<file path="src/rtl/alsu_cmd_driver.sv">
// Issuing side of the ALSU operand/control interface: buffers packed commands,
// drives the ALSU pins, tracks in-flight tokens and collects results into a response FIFO.
module alsu_cmd_driver #(
  parameter int unsigned ALSU_LAT  = 2,
  parameter int unsigned CMD_DEPTH = 4,
  parameter int unsigned RSP_DEPTH = 4,
  parameter int unsigned TAG_W     = 4
) (
  input  logic             clk,
  input  logic             rst,
  input  logic             cmd_valid,
  output logic             cmd_ready,
  input  logic [14:0]      cmd_data,
  input  logic             cmd_dir,
  input  logic [TAG_W-1:0] cmd_tag,
  output logic             rsp_valid,
  input  logic             rsp_ready,
  output logic [5:0]       rsp_out,
  output logic             rsp_err,
  output logic [TAG_W-1:0] rsp_tag,
  output logic             alsu_rst,
  output logic [2:0]       alsu_A,
  output logic [2:0]       alsu_B,
  output logic [2:0]       alsu_opcode,
  output logic             alsu_cin,
  output logic             alsu_serial_in,
  output logic             alsu_red_op_A,
  output logic             alsu_red_op_B,
  output logic             alsu_bypass_A,
  output logic             alsu_bypass_B,
  output logic             alsu_direction,
  input  logic [5:0]       alsu_out,
  input  logic [15:0]      alsu_leds,
  output logic [7:0]       err_count
);

  localparam int unsigned CAW   = $clog2(CMD_DEPTH);
  localparam int unsigned RAW   = $clog2(RSP_DEPTH);
  localparam int unsigned CMD_W = 16 + TAG_W;
  localparam int unsigned RSP_W = 7 + TAG_W;
  localparam int unsigned OCC_W = $clog2(RSP_DEPTH + ALSU_LAT + 2) + 1;

  typedef enum logic [1:0] {ST_HOLD, ST_WAKE, ST_RUN} state_t;

  state_t state, state_nxt;

  logic [CMD_W-1:0] cmd_mem [CMD_DEPTH];
  logic [CAW:0]     cmd_wr, cmd_rd;
  logic             cmd_full, cmd_empty, cmd_push;
  logic [CMD_W-1:0] head;
  logic             head_dir;
  logic [14:0]      head_data;
  logic [TAG_W-1:0] head_tag;

  logic [RSP_W-1:0] rsp_mem [RSP_DEPTH];
  logic [RAW:0]     rsp_wr, rsp_rd, rsp_count;
  logic             rsp_pop, capture;

  logic [ALSU_LAT:0] pipe_v;
  logic [TAG_W-1:0]  pipe_tag [ALSU_LAT+1];
  logic [OCC_W-1:0]  inflight, occupancy;
  logic              issue;

  always_ff @(posedge clk) begin
    if (!rst) state <= ST_HOLD;
    else      state <= state_nxt;
  end

  // The ALSU is held in reset for one extra cycle after rst releases.
  always_comb begin
    state_nxt = state;
    case (state)
      ST_HOLD: state_nxt = ST_WAKE;
      ST_WAKE: state_nxt = ST_RUN;
      ST_RUN:  state_nxt = ST_RUN;
      default: state_nxt = ST_HOLD;
    endcase
    alsu_rst = (state != ST_RUN);
  end

  assign cmd_full  = (cmd_wr[CAW] != cmd_rd[CAW]) && (cmd_wr[CAW-1:0] == cmd_rd[CAW-1:0]);
  assign cmd_empty = (cmd_wr == cmd_rd);
  assign cmd_ready = (state != ST_HOLD) && !cmd_full;
  assign cmd_push  = cmd_valid && cmd_ready;

  assign head      = cmd_mem[cmd_rd[CAW-1:0]];
  assign head_dir  = head[CMD_W-1];
  assign head_data = head[TAG_W +: 15];
  assign head_tag  = head[TAG_W-1:0];

  always_ff @(posedge clk) begin
    if (cmd_push) cmd_mem[cmd_wr[CAW-1:0]] <= {cmd_dir, cmd_data, cmd_tag};
  end

  always_ff @(posedge clk) begin
    if (!rst) begin
      cmd_wr <= '0;
      cmd_rd <= '0;
    end else begin
      if (cmd_push) cmd_wr <= cmd_wr + 1'b1;
      if (issue)    cmd_rd <= cmd_rd + 1'b1;
    end
  end

  assign rsp_count = rsp_wr - rsp_rd;
  assign rsp_valid = (rsp_count != '0);
  assign rsp_pop   = rsp_valid && rsp_ready;
  assign capture   = pipe_v[ALSU_LAT];

  // A same-cycle pop frees its slot in time for the token issued now,
  // which keeps one command per cycle flowing while rsp_ready is high.
  always_comb begin
    inflight = '0;
    for (int unsigned i = 0; i <= ALSU_LAT; i++) begin
      inflight = inflight + OCC_W'(pipe_v[i]);
    end
    occupancy = OCC_W'(rsp_count) + inflight - OCC_W'(rsp_pop);
    issue     = !cmd_empty && (state == ST_RUN) && (occupancy < OCC_W'(RSP_DEPTH));
  end

  always_ff @(posedge clk) begin
    if (rst && issue) begin
      alsu_A         <= head_data[14:12];
      alsu_B         <= head_data[11:9];
      alsu_opcode    <= head_data[8:6];
      alsu_cin       <= head_data[5];
      alsu_serial_in <= head_data[4];
      alsu_red_op_A  <= head_data[3];
      alsu_red_op_B  <= head_data[2];
      alsu_bypass_A  <= head_data[1];
      alsu_bypass_B  <= head_data[0];
      alsu_direction <= head_dir;
    end else begin
      alsu_A         <= '0;
      alsu_B         <= '0;
      alsu_opcode    <= '0;
      alsu_cin       <= 1'b0;
      alsu_serial_in <= 1'b0;
      alsu_red_op_A  <= 1'b0;
      alsu_red_op_B  <= 1'b0;
      alsu_bypass_A  <= 1'b0;
      alsu_bypass_B  <= 1'b0;
      alsu_direction <= 1'b0;
    end
  end

  always_ff @(posedge clk) begin
    if (!rst) pipe_v <= '0;
    else      pipe_v <= {pipe_v[ALSU_LAT-1:0], issue};
  end

  always_ff @(posedge clk) begin
    pipe_tag[0] <= head_tag;
    for (int unsigned i = 1; i <= ALSU_LAT; i++) begin
      pipe_tag[i] <= pipe_tag[i-1];
    end
  end

  always_ff @(posedge clk) begin
    if (capture) rsp_mem[rsp_wr[RAW-1:0]] <= {alsu_out, |alsu_leds, pipe_tag[ALSU_LAT]};
  end

  always_ff @(posedge clk) begin
    if (!rst) begin
      rsp_wr    <= '0;
      rsp_rd    <= '0;
      err_count <= '0;
    end else begin
      if (capture) rsp_wr <= rsp_wr + 1'b1;
      if (rsp_pop) rsp_rd <= rsp_rd + 1'b1;
      if (capture && (|alsu_leds) && (err_count != '1)) err_count <= err_count + 1'b1;
    end
  end

  always_comb begin
    {rsp_out, rsp_err, rsp_tag} = '0;
    if (rsp_valid) {rsp_out, rsp_err, rsp_tag} = rsp_mem[rsp_rd[RAW-1:0]];
  end

endmodule

</file>
<file path="config.mk">
export PLATFORM = sky130hd
export DESIGN_NAME = alsu_cmd_driver
export DESIGN_NICKNAME = d
export VERILOG_FILES = /design/src/rtl/alsu_cmd_driver.sv
export SDC_FILE = /design/constraint.sdc
export NUM_CORES = 1
export LEC_CHECK = 0
export ABC_CLOCK_PERIOD_IN_PS = 11300
export CAP_MARGIN = 0
export CORE_AREA = 2 2 128 130
export DETAILED_ROUTE_END_ITERATION = 10
export DIE_AREA = 0 0 130 132
export PLACE_DENSITY = 0.75
export SLEW_MARGIN = 20
export SYNTH_ARGS = -nofsm -noshare
export SYNTH_HDL_FRONTEND = slang
export SYNTH_SLANG_ARGS = --single-unit
</file>
<file path="constraint.sdc">
create_clock -name clk -period 11.3 [get_ports clk]
set_input_delay 2.825 -clock clk [delete_from_list [all_inputs] [get_ports clk]]
set_output_delay 2.825 -clock clk [all_outputs]
set_load 0.05 [all_outputs]
</file>
-- After elaboration in Yosys (flattened, before gate mapping)
Memories as Yosys holds them, arrays and structs flattened. A register that Yosys moved wholly into a read port is not among the register bits.
Index checks and enable logic that the tools add are counted.
- reductions and logical operators: 16
- add/sub/neg operators: 10
- multiplexer cells: 12
- equality and inequality tests: 7
- magnitude comparators: 1
- operators by type and width (kind ; count):
    $reduce_or 16->1 ; 1
    $add 3x1->3 const B ; 4
    $logic_and 1x1->1 ; 9
    $add 8x1->8 const B ; 1
    $mux 2 ; 4
    $ne 8x8->1 const B ; 1
    $mux 6 ; 1
    $mux 1 ; 5
    $add 3x3->4 ; 1
    $lt 4x3->1 const B ; 1
    $mux 4 ; 1
    $pmux 2 s2 ; 1
    $sub 4x1->4 ; 1
    $add 2x1->3 ; 1
    $eq 3x3->1 ; 1
    $reduce_bool 3->1 ; 1
    $sub 3x3->3 ; 1
    $add 1x1->2 ; 1
    $eq 2x1->1 const B ; 1
    $eq 2x2->1 ; 1
    $eq 2x2->1 const B ; 1
    $logic_not 1->1 ; 2
    $logic_not 2->1 ; 1
    $ne 2x2->1 const B ; 1
    3 further kinds ; 3
- RAM bits: 136
- bits in registers: 41
- output and inout bits: 38
- logic and storage cells: 66
- memories: 3
- memory list (name ; words ; width ; read ports ; clocked after Yosys merged registers in ; wr ports ; RTL line ; RTL):
    cmd_mem ; 4 ; 20 ; 1 ; 1 ; 1 ; 47 ; logic [CMD_W-1:0] cmd_mem [CMD_DEPTH];
    rsp_mem ; 4 ; 11 ; 1 ; 1 ; 1 ; 55 ; logic [RSP_W-1:0] rsp_mem [RSP_DEPTH];
    pipe_tag ; 3 ; 4 ; 3 ; 0 ; 3 ; 60 ; logic [TAG_W-1:0] pipe_tag [ALSU_LAT+1];

-- Depth between registers and ports, before layout
- depth in word-level cells: 8
- mapped depth: 15
- gate-level depth less buffers: 14

-- Worst setup path after synthesis
OpenSTA, ideal clock, no wires.
- path type: reg-to-output
- start: register rsp_wr[0]
- end: output port rsp_out[0]
- slack: 6.219 ns
- stages on the path, launching flop included: 8
- path buffers: 1
- data arrival time: 2.256 ns
- required time: 8.475 ns
- cells stage by stage: dfxtp_1 -> inv_1 -> ha_1 -> fa_1 -> xor3_1 -> nor2_1 -> clkbuf_1 -> nor2b_1
- cells in the longest elaborated chain, start to end: 3
- RTL lines (what ; RTL line ; RTL):
    start, declared ; 56 ; logic [RAW:0] rsp_wr, rsp_rd, rsp_count;
    start signal, assigned ; 169 ; if (capture) rsp_wr <= rsp_wr + 1'b1;
    $sub 3x3->3 ; 105 ; assign rsp_count = rsp_wr - rsp_rd;
    $reduce_bool 3->1 ; 106 ; assign rsp_valid = (rsp_count != '0);
    $mux 6 ; 177 ; if (rsp_valid) {rsp_out, rsp_err, rsp_tag} = rsp_mem[rsp_rd[RAW-1:0]];
    end, declared ; 18 ; output logic [5:0] rsp_out,
Every way passes these cells.

-- Worst setup path after layout
Same ends and word-level chain as after synthesis.

==> metrics.txt <==
# TYPE chip_impl_metric gauge
chip_impl_metric{name="post_cts_clock_slew_at_the_launch_and_capture_registers_of_the_worst_setup_and_hold_paths",unit="ps"} 70
chip_impl_metric{name="antenna_cells_inserted",unit=""} 0
chip_impl_metric{name="synth_sequential_area_ratio",unit="%"} 71.12
chip_impl_metric{name="drc_violation_total_after_the_first_tritonroute_iteration",unit=""} 167
chip_impl_info{name="path_class",value="reg2out"} 1
chip_impl_info{name="synthMostInstantiatedCell",value="sky130_fd_sc_hd__edfxtp_1"} 1
chip_impl_info{name="tritoncts",value="done"} 1
chip_impl_metric{name="gp_congestion",unit=""} 0.7434
chip_impl_metric{name="wire_per_inst",unit="um"} 16.17
chip_impl_info{name="crit_path_end",value="rsp_out[0]"} 1
chip_impl_metric{name="firstDrtPassIters",unit=""} 4
chip_impl_metric{name="ys_seq_elements",unit=""} 181
chip_impl_metric{name="rrSetupSlack",unit="ps"} 7380
chip_impl_metric{name="clk_latency",unit="ps"} 420
chip_impl_metric{name="route.detailed.drc",unit=""} 0
chip_impl_metric{name="holdBufCountCts",unit=""} 0
chip_impl_metric{name="place.detailed.hpwl",unit="um"} 7346
chip_impl_metric{name="cts_setup_buffers",unit=""} 0
chip_impl_metric{name="grt_util_all_layers",unit="%"} 14.60
chip_impl_metric{name="pre_cts_slack",unit="ps"} 5558
chip_impl_info{name="buffer_cell_driving_the_clock_tree_root",value="sky130_fd_sc_hd__clkbuf_16"} 1
chip_impl_metric{name="placed_cells",unit=""} 684
chip_impl_info{name="timing.rr.end",value="alsu_serial_in$_SDFF_PN0_"} 1
chip_impl_info{name="r2r_start",value="rsp_wr[0]$_SDFFE_PN0P_"} 1
chip_impl_info{name="end_kind",value="output pin"} 1
chip_impl_metric{name="leakage",unit="nW"} 2.866
chip_impl_metric{name="coreArea",unit="sq um"} 15710
chip_impl_metric{name="numCtsBuffers",unit=""} 17
chip_impl_metric{name="grt_pass1_vias",unit=""} 3823
chip_impl_metric{name="powerDensity",unit="nW/um^2"} 197.2
chip_impl_metric{name="io-pin-count",unit=""} 84
chip_impl_metric{name="timing.clock.skew",unit="ps"} 8.482
chip_impl_metric{name="via_per_inst",unit=""} 4.976
chip_impl_metric{name="gr-total-overflow",unit=""} 0
chip_impl_metric{name="post_layout_nonfiller_instances",unit=""} 716
chip_impl_metric{name="synth_edf_count",unit=""} 124
chip_impl_metric{name="wire_length_of_the_first_global_routing_pass",unit="um"} 18930
chip_impl_info{name="postSynth.topFlopCell",value="sky130_fd_sc_hd__edfxtp_1"} 1
chip_impl_metric{name="ff2ff_path_depth",unit=""} 15
chip_impl_metric{name="worstPathArrival",unit="ps"} 3300
chip_impl_info{name="ys_top_cells_by_count",value="sky130_fd_sc_hd__edfxtp_1, sky130_fd_sc_hd__dfxtp_1, sky130_fd_sc_hd__mux4_2"} 1
chip_impl_metric{name="die_w",unit="um"} 130
chip_impl_info{name="startpoint",value="rsp_wr[0]$_SDFFE_PN0P_"} 1
chip_impl_info{name="worstSetupStartpointType",value="register"} 1
chip_impl_metric{name="finalCriticalPeriod",unit="ps"} 6126
chip_impl_metric{name="detail_route.wirelength",unit="um"} 11580
chip_impl_metric{name="die_outline_area",unit="sq um"} 17160
chip_impl_metric{name="cts-resized-gates",unit=""} 0
chip_impl_info{name="post_synth_main_area_contributors",value="sky130_fd_sc_hd__edfxtp_1, sky130_fd_sc_hd__dfxtp_1, sky130_fd_sc_hd__mux4_2, sky130_fd_sc_hd__ha_1, sky130_fd_sc_hd__nor2b_1"} 1
chip_impl_metric{name="ctsLongestPathBuffers",unit=""} 2
chip_impl_info{name="hold_class",value="reg2reg"} 1
chip_impl_metric{name="layout_worst_path_cycle_share",unit="%"} 54.21
chip_impl_metric{name="ant_nets_after_route",unit=""} 0
chip_impl_metric{name="fin_hold_ws",unit="ps"} 324.0
chip_impl_metric{name="setup_total_negative_slack",unit="ps"} 0
chip_impl_metric{name="vias",unit=""} 3563
chip_impl_metric{name="drive_gt1_share",unit="%"} 15.00
chip_impl_metric{name="setup_viol",unit=""} 0
chip_impl_metric{name="placement.io_buffers",unit=""} 83
chip_impl_info{name="yosys.area.top_type",value="sky130_fd_sc_hd__edfxtp_1"} 1
chip_impl_metric{name="worstPathMaxFanout",unit=""} 12
chip_impl_metric{name="layout.core_utilization",unit="%"} 54.16
chip_impl_metric{name="max_cap_violations",unit=""} 0
chip_impl_metric{name="syn_avg_cell_area",unit="sq um"} 17.41
chip_impl_metric{name="start_util",unit="%"} 43.53
chip_impl_metric{name="syn-cell-area",unit="sq um"} 6840
chip_impl_metric{name="timing_limited_maximum_frequency",unit="GHz"} 0.1632
chip_impl_metric{name="vdd_drop_max",unit="mV"} 0.1314
chip_impl_metric{name="synthesis.instances",unit=""} 393
chip_impl_metric{name="worst_slack",unit="ps"} 5174
chip_impl_metric{name="max-slew-margin-rel",unit="%"} 29.74
chip_impl_metric{name="final_nets",unit=""} 554
chip_impl_metric{name="num_rows",unit=""} 46
chip_impl_metric{name="crit_required",unit="ps"} 8480
chip_impl_metric{name="finalMaxSlewViolations",unit=""} 0
chip_impl_metric{name="hold_viol_final",unit=""} 0
chip_impl_metric{name="die_y",unit="um"} 132
chip_impl_metric{name="synth_warnings",unit=""} 0
chip_impl_metric{name="worst-slew-pin-transition",unit="ps"} 1053
chip_impl_info{name="grt_setup_unrepaired",value="no"} 1
chip_impl_metric{name="h-tree-depth",unit=""} 4
chip_impl_metric{name="area_growth",unit="%"} 24.40
chip_impl_info{name="run_status",value="completed"} 1
chip_impl_info{name="min_from",value="pipe_tag[0][5]$_DFF_P_"} 1
chip_impl_metric{name="maximum_number_of_pins_on_one_net_before_global_route_repair",unit=""} 22
chip_impl_metric{name="clock_sinks",unit=""} 181
chip_impl_metric{name="postSynthNetCount",unit=""} 460
chip_impl_metric{name="yosysUniqueCellTypes",unit=""} 44
chip_impl_metric{name="synth_async_sr_flop_share",unit="%"} 0
chip_impl_metric{name="synth_top_cell_area_share",unit="%"} 54.44
chip_impl_metric{name="number_of_antenna_violations_at_the_first_check_in_global_routing",unit=""} 0
-- critical path: stages (launching register included) --
cell                              delay [ps]
sky130_fd_sc_hd__dfxtp_1                 390
sky130_fd_sc_hd__inv_1                   100
sky130_fd_sc_hd__ha_1                    220
sky130_fd_sc_hd__fa_1                    390
sky130_fd_sc_hd__xor3_1                  250
sky130_fd_sc_hd__nor2_1                  690
sky130_fd_sc_hd__nor2b_1                 110
sky130_fd_sc_hd__clkdlybuf4s50_1         730
-- placed cells by master, fill, tap and decap left out, types with 3 or more instances in the layout --
master,instances
sky130_fd_sc_hd__a21oi_1,5
sky130_fd_sc_hd__and2_1,3
sky130_fd_sc_hd__and2_2,7
sky130_fd_sc_hd__and2b_1,5
sky130_fd_sc_hd__buf_4,3
sky130_fd_sc_hd__clkbuf_16,17
sky130_fd_sc_hd__clkdlybuf4s50_1,83
sky130_fd_sc_hd__clkinv_4,3
sky130_fd_sc_hd__dfxtp_1,57
sky130_fd_sc_hd__edfxtp_1,124
sky130_fd_sc_hd__ha_1,19
sky130_fd_sc_hd__inv_1,21
sky130_fd_sc_hd__inv_6,3
sky130_fd_sc_hd__mux2i_1,8
sky130_fd_sc_hd__mux4_2,31
sky130_fd_sc_hd__nand2_1,6
sky130_fd_sc_hd__nand2b_1,3
sky130_fd_sc_hd__nand3_1,5
sky130_fd_sc_hd__nor2_1,11
sky130_fd_sc_hd__nor2b_1,22
sky130_fd_sc_hd__nor4_1,7
sky130_fd_sc_hd__o31ai_1,3
sky130_fd_sc_hd__or4_1,3
sky130_fd_sc_hd__xnor2_1,8
sky130_fd_sc_hd__xor2_1,3
-- power breakdown --
part / switching (W) / internal, W
Sequential: 0.0000207 / 0.000738
Combinational: 0.000202 / 0.000137
Clock: 0.000244 / 0.000335
-- metal layers --
metal  global-route usage [%]  vias up  routed length, um
met3                    4.789       21                682
met4                    5.257        0                222
met2                    24.93      100               5858
li1                         -     1679                  -
met1                    17.15     1763               4812
met5                        0        -                  0
-- worst min path at each step --
stage / to / slack (ps) / cells past startpoint
floorplan: pipe_tag[0][10]$_DFF_P_ / 310 / 0
global placement: pipe_tag[0][11]$_DFF_P_ / 310 / 0
detailed placement: pipe_tag[0][11]$_DFF_P_ / 310 / 0
CTS: pipe_tag[0][8]$_DFF_P_ / 330 / 0
global route: pipe_tag[0][11]$_DFF_P_ / 330 / 0
finish: pipe_tag[0][9]$_DFF_P_ / 320 / 0
-- layout make-up --
cell class / instances / area (sq um)
clock buffers: 20 / 446.7
clock inverters: 12 / 142.6
fillers: 1235 / 7203
inverters: 23 / 86.33
multi-input cells: 178 / 1846
flip-flops and latches: 181 / 4865
well taps: 216 / 270.3
repair buffers: 86 / 853.3
-- state kept, by name (all words and copies together) (netlist names), 2 cells and up, named ones only --
signal       count
cmd_mem         80
pipe_v           3
cmd_rd           3
rsp_mem         44
pipe_tag        12
alsu_B           3
err_count        8
alsu_opcode      3
rsp_wr           3
rsp_rd           3
state            2
cmd_wr           3
alsu_A           3
-- cells by family after synthesis --
logic type | count (synthesis) | share of synthesized area, %
fa+ha+maj | 21 | 4.061
simple gates | 81 | 6.969
mux | 39 | 11.38
buf+inv | 34 | 2.049
flops | 181 | 71.12
xor+xnor | 12 | 1.756
compound gates | 25 | 2.670
-- stage by stage --
step | area, sq um | total power, W
6_report | 8509 | 0.001678
5_1_grt | 8509 | 0.001751
4_1_cts | 8506 | 0.001696
3_5_place_dp | 7916 | 0.001117
3_3_place_gp | 7916 | 0.001108
2_1_floorplan | 6840 | 0.001008
Power figures use the tool's default switching activity.
